===== src/rtl/dram_sched_pkg.sv =====
// Shared definitions for the DRAM command scheduler: command codes, FSM states, default geometry.
// Latency: none, declarations only.
// Backpressure: not applicable.
package dram_sched_pkg;

    localparam logic [1:0] CMD_ACT = 2'b00;
    localparam logic [1:0] CMD_RD  = 2'b01;
    localparam logic [1:0] CMD_WR  = 2'b10;
    localparam logic [1:0] CMD_PRE = 2'b11;

    typedef enum logic [2:0] {
        ST_IDLE,
        ST_PLAN,
        ST_HS_HI,
        ST_HS_LO,
        ST_REF_SCAN
    } state_t;

    // Default geometry; the widths derived from these are the ones the DRAM model expects.
    localparam int DEF_NUM_OF_BANKS     = 8;
    localparam int DEF_NUM_OF_ROWS      = 128;
    localparam int DEF_NUM_OF_COLS      = 8;
    localparam int DEF_REFRESH_INTERVAL = 64;
    localparam int DEF_BANK_W           = $clog2(DEF_NUM_OF_BANKS);
    localparam int DEF_ROW_W            = $clog2(DEF_NUM_OF_ROWS);
    localparam int DEF_COL_W            = $clog2(DEF_NUM_OF_COLS);

endpackage


===== src/rtl/dram_bank_table.sv =====
// Per-bank open-row table: open bits + row registers, one-bank lookup, lowest-open-bank search.
// Latency: lookups are combinational; ACT/PRE events take effect on the next rising edge.
// Backpressure: none, an event is applied in the cycle it is presented.
// Ports: act_evt/pre_evt + evt_bank/evt_row update the table; look_bank/look_row give
//        look_open/look_hit; any_open/first_open drive the refresh precharge scan.
module dram_bank_table
    import dram_sched_pkg::*;
#(
    parameter  int NUM_OF_BANKS = DEF_NUM_OF_BANKS,
    parameter  int ROW_W        = DEF_ROW_W,
    localparam int BANK_W       = $clog2(NUM_OF_BANKS)
) (
    input  logic              clk,
    input  logic              rst_b,
    input  logic              act_evt,
    input  logic              pre_evt,
    input  logic [BANK_W-1:0] evt_bank,
    input  logic [ROW_W-1:0]  evt_row,
    input  logic [BANK_W-1:0] look_bank,
    input  logic [ROW_W-1:0]  look_row,
    output logic              look_open,
    output logic              look_hit,
    output logic              any_open,
    output logic [BANK_W-1:0] first_open
);

    logic [NUM_OF_BANKS-1:0] open_q;
    logic [ROW_W-1:0]        row_q [NUM_OF_BANKS];

    always_ff @(posedge clk) begin
        if (rst_b) begin
            open_q <= '0;
            for (int i = 0; i < NUM_OF_BANKS; i++) begin
                row_q[i] <= '0;
            end
        end else if (act_evt) begin
            open_q[evt_bank] <= 1'b1;
            row_q[evt_bank]  <= evt_row;
        end else if (pre_evt) begin
            open_q[evt_bank] <= 1'b0;
        end
    end

    assign look_open = open_q[look_bank];
    assign look_hit  = open_q[look_bank] && (row_q[look_bank] == look_row);
    assign any_open  = |open_q;

    // Scan from the top down so the lowest open index is the last (winning) write.
    always_comb begin
        first_open = '0;
        for (int i = NUM_OF_BANKS - 1; i >= 0; i--) begin
            if (open_q[i]) begin
                first_open = BANK_W'(i);
            end
        end
    end

endmodule


===== src/rtl/dram_cmd_scheduler.sv =====
// Turns one L2 request at a time into ACT/PRE/RD/WR commands (open-page), plus periodic refresh precharge.
// Latency: per command 1 PLAN + >=1 HS_HI + >=1 HS_LO cycle; req_done registered after the RD/WR handshake.
// Backpressure: req_ready only in IDLE with no refresh pending; cmd_req holds until cmd_ack (four-phase).
// Ports: req_* request in; cmd_req/cmd_ack handshake with cmd/cmd_bank/cmd_row/cmd_col;
//        req_done and refresh_done are single-cycle completion pulses.
module dram_cmd_scheduler
    import dram_sched_pkg::*;
#(
    parameter  int NUM_OF_BANKS     = DEF_NUM_OF_BANKS,
    parameter  int NUM_OF_ROWS      = DEF_NUM_OF_ROWS,
    parameter  int NUM_OF_COLS      = DEF_NUM_OF_COLS,
    parameter  int REFRESH_INTERVAL = DEF_REFRESH_INTERVAL,
    localparam int BANK_W           = $clog2(NUM_OF_BANKS),
    localparam int ROW_W            = $clog2(NUM_OF_ROWS),
    localparam int COL_W            = $clog2(NUM_OF_COLS),
    localparam int CNT_W            = $clog2(REFRESH_INTERVAL)
) (
    input  logic              clk,
    input  logic              rst_b,
    input  logic              req_valid,
    output logic              req_ready,
    input  logic              req_rw,
    input  logic [BANK_W-1:0] req_bank,
    input  logic [ROW_W-1:0]  req_row,
    input  logic [COL_W-1:0]  req_col,
    output logic              cmd_req,
    input  logic              cmd_ack,
    output logic [1:0]        cmd,
    output logic [BANK_W-1:0] cmd_bank,
    output logic [ROW_W-1:0]  cmd_row,
    output logic [COL_W-1:0]  cmd_col,
    output logic              req_done,
    output logic              refresh_done
);

    localparam logic [CNT_W-1:0] CNT_MAX = CNT_W'(REFRESH_INTERVAL - 1);

    state_t            state, state_nxt;
    logic              lat_rw;
    logic [BANK_W-1:0] lat_bank;
    logic [ROW_W-1:0]  lat_row;
    logic [COL_W-1:0]  lat_col;
    logic              in_ref;
    logic              ref_pending;
    logic [CNT_W-1:0]  ref_cnt;

    logic              look_open, look_hit, any_open;
    logic [BANK_W-1:0] first_open;
    logic [1:0]        plan_cmd;
    logic              cmd_is_rw, hs_ack, hs_lo_exit;

    assign req_ready  = (state == ST_IDLE) && !ref_pending;
    assign cmd_req    = (state == ST_HS_HI);
    assign cmd_is_rw  = (cmd == CMD_RD) || (cmd == CMD_WR);
    assign hs_ack     = (state == ST_HS_HI) && cmd_ack;
    assign hs_lo_exit = (state == ST_HS_LO) && !cmd_ack;

    dram_bank_table #(
        .NUM_OF_BANKS (NUM_OF_BANKS),
        .ROW_W        (ROW_W)
    ) u_bank_table (
        .clk        (clk),
        .rst_b      (rst_b),
        .act_evt    (hs_ack && (cmd == CMD_ACT)),
        .pre_evt    (hs_ack && (cmd == CMD_PRE)),
        .evt_bank   (cmd_bank),
        .evt_row    (cmd_row),
        .look_bank  (lat_bank),
        .look_row   (lat_row),
        .look_open  (look_open),
        .look_hit   (look_hit),
        .any_open   (any_open),
        .first_open (first_open)
    );

    // Open-page decision for the latched request; re-run after every PRE/ACT.
    always_comb begin
        plan_cmd = CMD_ACT;
        if (look_hit) begin
            plan_cmd = lat_rw ? CMD_WR : CMD_RD;
        end else if (look_open) begin
            plan_cmd = CMD_PRE;
        end
    end

    always_ff @(posedge clk) begin
        if (rst_b) begin
            state <= ST_IDLE;
        end else begin
            state <= state_nxt;
        end
    end

    // PLAN and REF_SCAN also wait for a low ack so cmd_req never rises onto a stale ack.
    always_comb begin
        state_nxt = state;
        case (state)
            ST_IDLE: begin
                if (ref_pending) begin
                    state_nxt = ST_REF_SCAN;
                end else if (req_valid) begin
                    state_nxt = ST_PLAN;
                end
            end
            ST_PLAN: begin
                if (!cmd_ack) begin
                    state_nxt = ST_HS_HI;
                end
            end
            ST_HS_HI: begin
                if (cmd_ack) begin
                    state_nxt = ST_HS_LO;
                end
            end
            ST_HS_LO: begin
                if (!cmd_ack) begin
                    if (in_ref) begin
                        state_nxt = ST_REF_SCAN;
                    end else if (cmd_is_rw) begin
                        state_nxt = ST_IDLE;
                    end else begin
                        state_nxt = ST_PLAN;
                    end
                end
            end
            ST_REF_SCAN: begin
                if (!any_open) begin
                    state_nxt = ST_IDLE;
                end else if (!cmd_ack) begin
                    state_nxt = ST_HS_HI;
                end
            end
            default: state_nxt = ST_IDLE;
        endcase
    end

    always_ff @(posedge clk) begin
        if (rst_b) begin
            lat_rw       <= 1'b0;
            lat_bank     <= '0;
            lat_row      <= '0;
            lat_col      <= '0;
            cmd          <= CMD_ACT;
            cmd_bank     <= '0;
            cmd_row      <= '0;
            cmd_col      <= '0;
            req_done     <= 1'b0;
            refresh_done <= 1'b0;
            in_ref       <= 1'b0;
            ref_pending  <= 1'b0;
            ref_cnt      <= '0;
        end else begin
            req_done     <= 1'b0;
            refresh_done <= 1'b0;

            ref_cnt <= (ref_cnt == CNT_MAX) ? '0 : ref_cnt + CNT_W'(1);
            // Expiry while pending just re-sets the flag: at most one refresh is ever queued.
            if (ref_cnt == CNT_MAX) begin
                ref_pending <= 1'b1;
            end else if ((state == ST_REF_SCAN) && !any_open) begin
                ref_pending <= 1'b0;
            end

            if (req_ready && req_valid) begin
                lat_rw   <= req_rw;
                lat_bank <= req_bank;
                lat_row  <= req_row;
                lat_col  <= req_col;
            end

            if ((state == ST_IDLE) && ref_pending) begin
                in_ref <= 1'b1;
            end

            if (state == ST_PLAN) begin
                cmd      <= plan_cmd;
                cmd_bank <= lat_bank;
                cmd_row  <= lat_row;
                cmd_col  <= (plan_cmd == CMD_ACT) ? '0 : lat_col;
            end

            if (state == ST_REF_SCAN) begin
                if (any_open) begin
                    cmd      <= CMD_PRE;
                    cmd_bank <= first_open;
                    cmd_row  <= '0;
                    cmd_col  <= '0;
                end else begin
                    refresh_done <= 1'b1;
                    in_ref       <= 1'b0;
                end
            end

            if (hs_lo_exit && !in_ref && cmd_is_rw) begin
                req_done <= 1'b1;
            end
        end
    end

endmodule


===== config.mk =====
export PLATFORM = sky130hd
export DESIGN_NAME = dram_cmd_scheduler
export DESIGN_NICKNAME = d
export VERILOG_FILES = /design/src/rtl/dram_sched_pkg.sv /design/src/rtl/dram_bank_table.sv /design/src/rtl/dram_cmd_scheduler.sv
export SDC_FILE = /design/constraint.sdc
export NUM_CORES = 1
export LEC_CHECK = 0
export ABC_AREA = 1
export CAP_MARGIN = 10
export CORE_ASPECT_RATIO = 0.6
export CORE_UTILIZATION = 53
export DETAILED_ROUTE_END_ITERATION = 7
export PLACE_DENSITY = 0.82
export REMOVE_ABC_BUFFERS = 1
export SYNTH_ARGS = -nofsm -noshare
export SYNTH_HDL_FRONTEND = slang
export SYNTH_SLANG_ARGS = --single-unit

===== constraint.sdc =====
create_clock -name clk -period 1.55 [get_ports clk]
set_input_delay 0.31 -clock clk [delete_from_list [all_inputs] [get_ports clk]]
set_output_delay 0.31 -clock clk [all_outputs]
set_load 0.02 [all_outputs]

After elaboration in Yosys (flattened, before gate mapping)
Memories as Yosys holds them, arrays and structs flattened. A register that Yosys moved wholly into a read port is not among the register bits.
Cells that the tools add are included.

storage, ports and cells
  memory bits (writable) = 56
  word-level logic and storage cells = 119
  flip-flop bits (word level) = 50
  input bits = 18
  memories = 1
  output and inout bits = 19

memory list
  name                words  bits a word  read ports  clocked after Yosys merged registers in  write ports  RTL line               RTL
  u_bank_table.row_q  8      7            1           1                                        8            dram_bank_table.sv:28  logic [ROW_W-1:0] row_q [NUM_OF_BANKS];

cells by class
  equality and inequality tests = 12
  $add $sub $neg = 1
  bitwise logic cells = 4
  reductions and logical operators = 27
  muxes and demuxes = 56
  $lt $le $gt $ge = 3

operators with widths
  kind                 count
  $mux 3               25
  $mux 7               4
  $mux 1               16
  $mux 8               2
  $pmux 3 s5           1
  $logic_and 1x1->1    12
  $mux 2               6
  $and 8x8->8          1
  $lt 3x4->1 const B   2
  $not 8->8            1
  $or 8x8->8           1
  $reduce_or 8->1      1
  $eq 7x7->1           1
  $reduce_or 7->1      1
  $add 6x1->6 const B  1
  $eq 3x2->1 const B   2
  $eq 6x6->1 const B   1
  $eq 2x2->1 const B   2
  $logic_not 1->1      4
  $logic_not 2->1      2
  $reduce_bool 2->1    2
  $reduce_or 2->1      2
  $bmux 1 s3           1
  $demux 1 s3          1
  11 further kinds     11

Longest topological paths before layout
Gate-level depths: netlist of run 1.

  depth in word-level cells = 10
  depth in mapped cells = 14

By module
Synthesis of run 1 repeated with hierarchy kept, for this count alone.

second synthesis, totals
  cells, all modules = 642
  area, all modules = 5,221.3 um^2

by module, submodules not included
  module              cells each  area an instance (um^2)  times used
  dram_bank_table     405         3,383.2                  1
  dram_cmd_scheduler  237         1,838.0                  1

Worst setup path before layout of run 1
OpenSTA, ideal clock, no wires.

  path kind = register to register
  start point = register cmd_bank[1]
  end point = memory u_bank_table.row_q[2][0] (netlist name), enable pin
  library setup time = 0.324 ns
  buffers on the path = 0
  path slack = -0.284 ns
  stages on the path, launching flop included = 5
  data arrival time = 1.510 ns
  period minus slack after synthesis = 1.834 ns
  required time = 1.226 ns
  path through = dfxtp_1 clkinv_1 nor3_1 nand2_2 nand2_1

RTL lines
  element                 RTL line                   RTL
  start, declared         dram_cmd_scheduler.sv:29   output logic [BANK_W-1:0] cmd_bank,
  start signal, assigned  dram_cmd_scheduler.sv:177  cmd_bank <= lat_bank;
  start signal, assigned  dram_cmd_scheduler.sv:185  cmd_bank <= first_open;
  end, declared           dram_bank_table.sv:28

==> results of run 1 <==
-- layer usage --
metal / part of all wire [%] / up-vias / GRT usage (%)
met1: 42 / 2306 / 45.5
met4: 1.7 / 0 / 6.94
met5: 0 / - / 0
met3: 13 / 42 / 13.1
li1: - / 2248 / -
met2: 43 / 292 / 48.2
-- power by group --
group,total [mW],switching (mW),internal (mW)
Combinational,2.46,1.48,0.979
Clock,2.38,1.08,1.31
Sequential,3.42,0.181,3.24
-- worst max-delay path, stage by stage (launching register included) --
cell and delay, ps:
dfxtp_4 420, inv_8 70, buf_16 140, nand2_1 60, nand2_1 50, nand2_1 70, nand3_2 100, nand2_1 110
nand2_1 50, nand2_1 60, nand2_1 70, nor2_2 130, nand3_1 110, nand2_1 80, a21oi_2 50
-- how the worst max path moves through the flow --
stage	start	to	slack, ps
3_3_place_gp	cmd_ack	u_bank_table.row_q[6][2]	-440
6_report	flip-flop	cmd[1]	-160
4_1_cts	flip-flop	cmd[1]	-90
2_1_floorplan	rst_b	u_bank_table.row_q[4][0]	-420
3_5_place_dp	cmd_ack	u_bank_table.row_q[6][5]	-490
5_1_grt	flip-flop	cmd[0]	-250
-- kinds of logic (layout without fill, tap and decap cells) --
kind of cell / count (synthesis) / in the layout / synth area share [%]
DFF: 109 / 109 / 53.4
AOI/OAI and AO/OA: 71 / 71 / 8.23
and+or+nand+nor: 328 / 328 / 28.5
adders and majority gates: 3 / 3 / 0.731
buffers and inverters: 114 / 226 / 9.13
-- stage by stage --
step | utilization, % | setup slack (ps) | area, µm² | hold slack, ps
after floorplan | - | -424 | 5020 | 379
after detailed placement | 66.0 | -493 | 6130 | 446
final | 74.9 | -157 | 6960 | 459
after global routing | 74.9 | -251 | 6960 | 498
after CTS | 72.8 | -90.8 | 6760 | 462
after global placement | 66.0 | -435 | 6130 | 433
-- layout make-up --
class,count,area (µm²),area share [%]
Timing Repair Buffer,116,1100,15.8
Tap cell,130,163,2.34
Sequential cell,109,2760,39.6
Clock inverter,5,57.6,0.827
Inverter,94,365,5.25
Multi-Input combinational cell,402,2270,32.7
Clock buffer,11,244,3.51
-- layout by cell type, fill, tap and decap left out, types with 18 or more instances in the layout --
master	count
nor2_1	57
dfxtp_1	46
buf_4	64
nand3_2	21
nand3_1	40
nand2_1	133
nand2_2	18
edfxtp_1	56
inv_1	83
a21oi_1	26
-- what timing repair did --
item / CTS / global route
pin swaps: 12 / 5
resized for setup: 110 / 46
buffers inserted: 4 / 4
endpoints found under the setup margin: 141 / 84
gates cloned: 2 / 1
==> reports/qor.yml, run 1 <==
status:
  status: "complete, but fails checks"
  violations: "setup timing"
synth:
  yosys_most_used_dff: "edfxtp_1"
  syn_inst: 625
  syn_area_per_cell_um2: 8.22
  synth_common_cells: "nand2_1, inv_1, nor2_1, nand3_1, edfxtp_1"
  synth_area_leaders: "edfxtp_1, dfxtp_1, nand2_1"
  ys_seq_elements: 109
  yosys.area.top_type: "edfxtp_1"
  netlist_area_mm2: 0.00514
  yosysWarnings: 0
  synth_edf_count: 56
  ys_seq_area_share_pct: 53.4
  yosys.cell_types.count: 39
  yosysTopAreaCellShare_pct: 32.7
  postSynth.asyncResetShare_pct: 0
  yosysMostFrequentCell: "nand2_1"
setup_path:
  critPathLaunchType: "flip-flop"
  required_ps: 1790
  worst-r2r-cell-count: 14
  setup.worst_path.class: "flip-flop to flip-flop"
  cp_max_fo: 10
  critPathCaptureType: "flip-flop"
  r2r_slack_ps: -160
  cp.arrival_ps: 1950
  r2r_end: "cmd[1]"
hold_path:
  min_path_type: "flip-flop to flip-flop"
  hold_start: "ref_cnt[0]"
  holdPathStages: 1
  hold_end: "ref_cnt[0]"
power:
  ir_worst_vdd_v: 0.000678
  power.density_mw_per_mm2: 1190
  power_mw: 8.26
  p_leak_nw: 2.94
global_route:
  grt.total_usage_pct: 32.8
  grt_max_degree: 29
  grt_pass1_vias: 4556
  antenna_found_initial: 0
  grt_pass1_wl_mm: 24.1
  grt_overflow_total: 0
cts:
  clockBufferDepth: 2
  cts_sinks: 109
  cts_max_level: 3
  numCtsBuffers: 9
  cts_tree: "built"
  cts_hold_buf: 0
  cts.clk_slew.worst_paths_ps: 70
  clk_latency_ps: 360
  root_buffer: "clkbuf_16"
floorplanning:
  rows: 27
  fp.coreArea_mm2: 0.00929
  start_util_pct: 55.3
  io_pins: 37
  die_x_um: 129
  fp.dieH_um: 78.3
  fp.dieArea_mm2: 0.0101
layout:
  num_antenna_cells: 0
  instances_no_fill: 867
  drive_gt1_share_pct: 28.6
  syn_to_final_growth_pct: 35.5
  finalNetCount: 753
  fill_cells: 641
placed_design:
  io_buffers: 36
  dp.cells: 841
  place.gp.congestion: 0.967
  dp_hpwl_mm: 10.9
sta:
  slew-limit-headroom_pct: 57.8
  worst_slew_pin_slew_ps: 629
  clock_skew_ps: 6.74
  rsz0062_at_grt: "yes"
  setup_viol: 14
  setup_tns_ps: -645
  hold_viol_final: 0
  fmaxAchievable_ghz: 0.586
  timing.final.ws_setup_ps: -157
  fin_crit_ps: 1710
  maxSlewViolCount: 0
  final.period_utilization_pct: 110
route:
  avgViaCountPerCell: 5.64
  remaining_drc_errors: 0
  dr.pass1.iters: 6
  drt_iter0_markers: 508
  wl_mm: 16.1
  avgRoutedWirePerCell_um: 18.6
  vias: 4888
  drt.antenna.violating_nets: 0
run:
  drv_cap: 0
Power figures use the tool's default switching activity.
==> run 2: changes to the inputs <==
Settings changed: ABC_AREA 1 to unset.
==> run 2 against run 1 <==
The flow still finishes with violations (setup timing). Utilization is 7.6 points higher. Clock skew is 9.2 ps higher. Synthesized cell count is 27% lower. Register-to-register slack worse by 340 ps. Clock power is 5% lower. Worst setup slack worse by 340 ps. Power is 14% lower. Global-route usage is 0.56 points lower. Wire length is 11% higher. Flip-flop and latch count stayed put. Largest cell class unchanged.
==> reports/qor.yml, run 2 <==
status:
  status: "complete, but fails checks"  # unchanged
  violations: "setup timing"  # unchanged
synth:
  postSynth.asyncResetShare_pct: 0  # unchanged
  synth_area_leaders: "edfxtp_1, dfxtp_1, and2_1"  # was edfxtp_1, dfxtp_1, nand2_1
  synth_common_cells: "nand2_1, and2_1, edfxtp_1, dfxtp_1, a21oi_1"  # was nand2_1, inv_1, nor2_1, nand3_1, edfxtp_1
  ys_seq_area_share_pct: 55.5  # was 53.4%
  netlist_area_mm2: 0.00494  # was 0.00514 mm²
  syn_inst: 455  # was 625
  syn_area_per_cell_um2: 10.9  # was 8.22 µm²
  yosys.area.top_type: "edfxtp_1"  # unchanged
  synth_compound_gate_area_share_pct: 7.73  # was 8.23%
  yosysMostFrequentCell: "nand2_1"  # unchanged
  synth_fa_ha_area_share_pct: 0.760  # was 0.730%
  yosysWarnings: 0  # unchanged
  synth_edf_count: 56  # unchanged
  yosys.cell_types.count: 50  # was 39
  yosys.area_share.simple_pct: 22.0  # was 28.5%
  synthXorXnorAreaFrac_pct: 2.13  # was 0%
  yosysTopAreaCellShare_pct: 34.1  # was 32.7%
  muxShareOfSynthArea_pct: 9.15  # was 0%
  yosys_most_used_dff: "edfxtp_1"  # unchanged
  ys_seq_elements: 109  # unchanged
  synth_top_family_by_area: "simple AND/OR/NAND/NOR gates"  # unchanged
setup_path:
  setup.worst_path.class: "flip-flop to flip-flop"  # unchanged
  r2r_slack_ps: -500  # was -160 ps
  required_ps: 1760  # was 1790 ps
  endpoint: "cmd[0]"  # was cmd[1]
  r2r_end: "cmd[0]"  # was cmd[1]
  critPathLaunchType: "flip-flop"  # unchanged
  worst-r2r-cell-count: 8  # was 14
  cp.arrival_ps: 2260  # was 1950 ps
  cp_max_fo: 13  # was 10
  critPathCaptureType: "flip-flop"  # unchanged
route:
  avgViaCountPerCell: 6.45  # was 5.64
  avgRoutedWirePerCell_um: 25.6  # was 18.6 µm
  dr.pass1.iters: 5  # was 6
  drt.antenna.violating_nets: 0  # unchanged
  remaining_drc_errors: 0  # unchanged
  vias: 4503  # was 4888
  wl_mm: 17.8  # was 16.1 mm
  drt_iter0_markers: 480  # was 508
sta:
  hold_viol_final: 0  # unchanged
  fmaxAchievable_ghz: 0.488  # was 0.586 GHz
  timing.final.ws_setup_ps: -500  # was -157 ps
  setup_viol: 155  # was 14
  rsz0062_at_grt: "yes"  # unchanged
  maxSlewViolCount: 0  # unchanged
  clock_skew_ps: 16.0  # was 6.74 ps
  final.period_utilization_pct: 132  # was 110%
  slew-limit-headroom_pct: 74.6  # was 57.8%
  fin_crit_ps: 2050  # was 1710 ps
  worst_slew_pin_slew_ps: 381  # was 629 ps
global_route:
  grt.total_usage_pct: 32.3  # was 32.8%
  grt_pass1_wl_mm: 22.7  # was 24.1 mm
  grt_pass1_vias: 3993  # was 4556
  grt_max_degree: 31  # was 29
  grt_overflow_total: 0  # unchanged
  antenna_found_initial: 0  # unchanged
placed_design:
  place.gp.congestion: 1.04  # was 0.967
  dpl_worst_slack_ps: -644  # was -493 ps
  dp_hpwl_mm: 10.1  # was 10.9 mm
  dp.cells: 656  # was 841
  io_buffers: 36  # unchanged
cts:
  cts_tree: "built"  # unchanged
  cts_sinks: 109  # unchanged
  cts_max_level: 3  # unchanged
  numCtsBuffers: 9  # unchanged
  cts.clk_slew.worst_paths_ps: 70  # about the same
  root_buffer: "clkbuf_16"  # unchanged
  cts_hold_buf: 0  # unchanged
  clockBufferDepth: 2  # unchanged
  clk_latency_ps: 360  # about the same
layout:
  finalNetCount: 602  # was 753
  drive_gt1_share_pct: 45.2  # was 28.6%
  instances_no_fill: 698  # was 867
  num_antenna_cells: 0  # unchanged
  final_common_cell: "buf_4"  # was nand2_1
  syn_to_final_growth_pct: 46.8  # was 35.5%
  mostFrequentLayoutCells: "buf_4, edfxtp_1, nand2_1, dfxtp_1, buf_6"  # was nand2_1, inv_1, buf_4
power:
  seqPwrFrac_pct: 46.0  # was 41.4%
  p_leak_nw: 2.84  # was 2.94 nW
  power_frac_comb_pct: 22.2  # was 29.8%
  swShare_pct: 29.1  # was 33.2%
  power_mw: 7.12  # was 8.26 mW
  power_switching_mw: 2.07  # was 2.74 mW
  ir_worst_vdd_v: 0.000602  # was 0.000678 V
  power.density_mw_per_mm2: 983  # was 1190 mW/mm²
  p_int_mw: 5.05  # was 5.52 mW
  power_frac_clock_pct: 31.8  # was 28.8%
floorplanning:
  fp.coreArea_mm2: 0.00878  # was 0.00929 mm²
  start_util_pct: 56.2  # was 55.3%
  rows: 26  # was 27
  fp.dieH_um: 76.8  # was 78.3 µm
  io_pins: 37  # unchanged
  fp.dieArea_mm2: 0.00972  # was 0.0101 mm²
  die_x_um: 127  # was 129 µm
hold_path:
  min_path_type: "flip-flop to flip-flop"  # unchanged
run:
  drv_cap: 0  # unchanged
==> run 2: timing repair <==
action	4_1_cts	5_1_grt
pin swaps	36	65
buffers inserted	11	16
cloned	0	2
gates resized for setup	116	148
endpoints found under the setup margin	177	156
==> run 2: critical path: stages, from the launching register on <==
cell     delay [ps]
dfxtp_2         340
buf_4           160
buf_8           150
mux2i_1         140
mux4_2          500
xor2_2          190
nand3_1         130
nor2_2          180
a41oi_2         130
==> run 2: final cells by class <==
class                   count  area [µm²]
well taps                 112         140
repair buffers            137        1320
flip-flops and latches    109        2760
fillers                   413        1540
multi-input cells         318        2720
clock buffers              10         239
clock inverters             6        43.8
inverters                   6        23.8
==> run 2: how the worst min path moves through the flow <==
stage,startpoint,end,slack [ps],cells after the start
after detailed placement,cmd_col[0],cmd_col[0],450,2
after global placement,ref_cnt[0],ref_cnt[0],440,1
final,ref_cnt[0],ref_cnt[0],460,1
after floorplan,rst_b,flip-flop,380,1
after CTS,cmd_col[0],cmd_col[0],460,2
after global routing,cmd_col[1],cmd_col[1],480,2
==> run 2: per-stage QoR <==
| step | utilization, % | hold WS, ps | TNS, ps | area, µm² |
|---|---|---|---|---|
| floorplan | - | 379 | -33590 | 4830 |
| global placement | 67.4 | 435 | -68470 | 5920 |
| detailed placement | 67.4 | 452 | -77990 | 5920 |
| CTS | 74.4 | 460 | -14510 | 6540 |
| global route | 82.5 | 485 | -37850 | 7250 |
| finish | 82.5 | 459 | -32710 | 7250 |
==> run 2: routing by layer <==
metal  share of wire, %  track usage, %  vias up
met2                 44            45.5      381
met1                 39            45.1     2194
met3                 13            12.8       68
met4                3.6            10.6        0
li1                   -               -     1860
met5                  0               0        -
==> run 2: cells by family after synthesis <==
kind of cell | count (synthesis)
compound gates | 66
xor+xnor | 12
fa+ha+maj | 3
buf+inv | 28
flops | 109
mux | 31
simple gates | 206
==> run 2: power groups by stage <==
stage | sequential (mW) | clock [mW] | combinational (mW)
2_1_floorplan | 3.35 | 0 | 0.454
3_3_place_gp | 3.31 | 0 | 0.974
3_5_place_dp | 3.31 | 0 | 1.00
4_1_cts | 3.25 | 2.24 | 1.13
5_1_grt | 3.28 | 2.38 | 1.64
6_report | 3.28 | 2.27 | 1.58
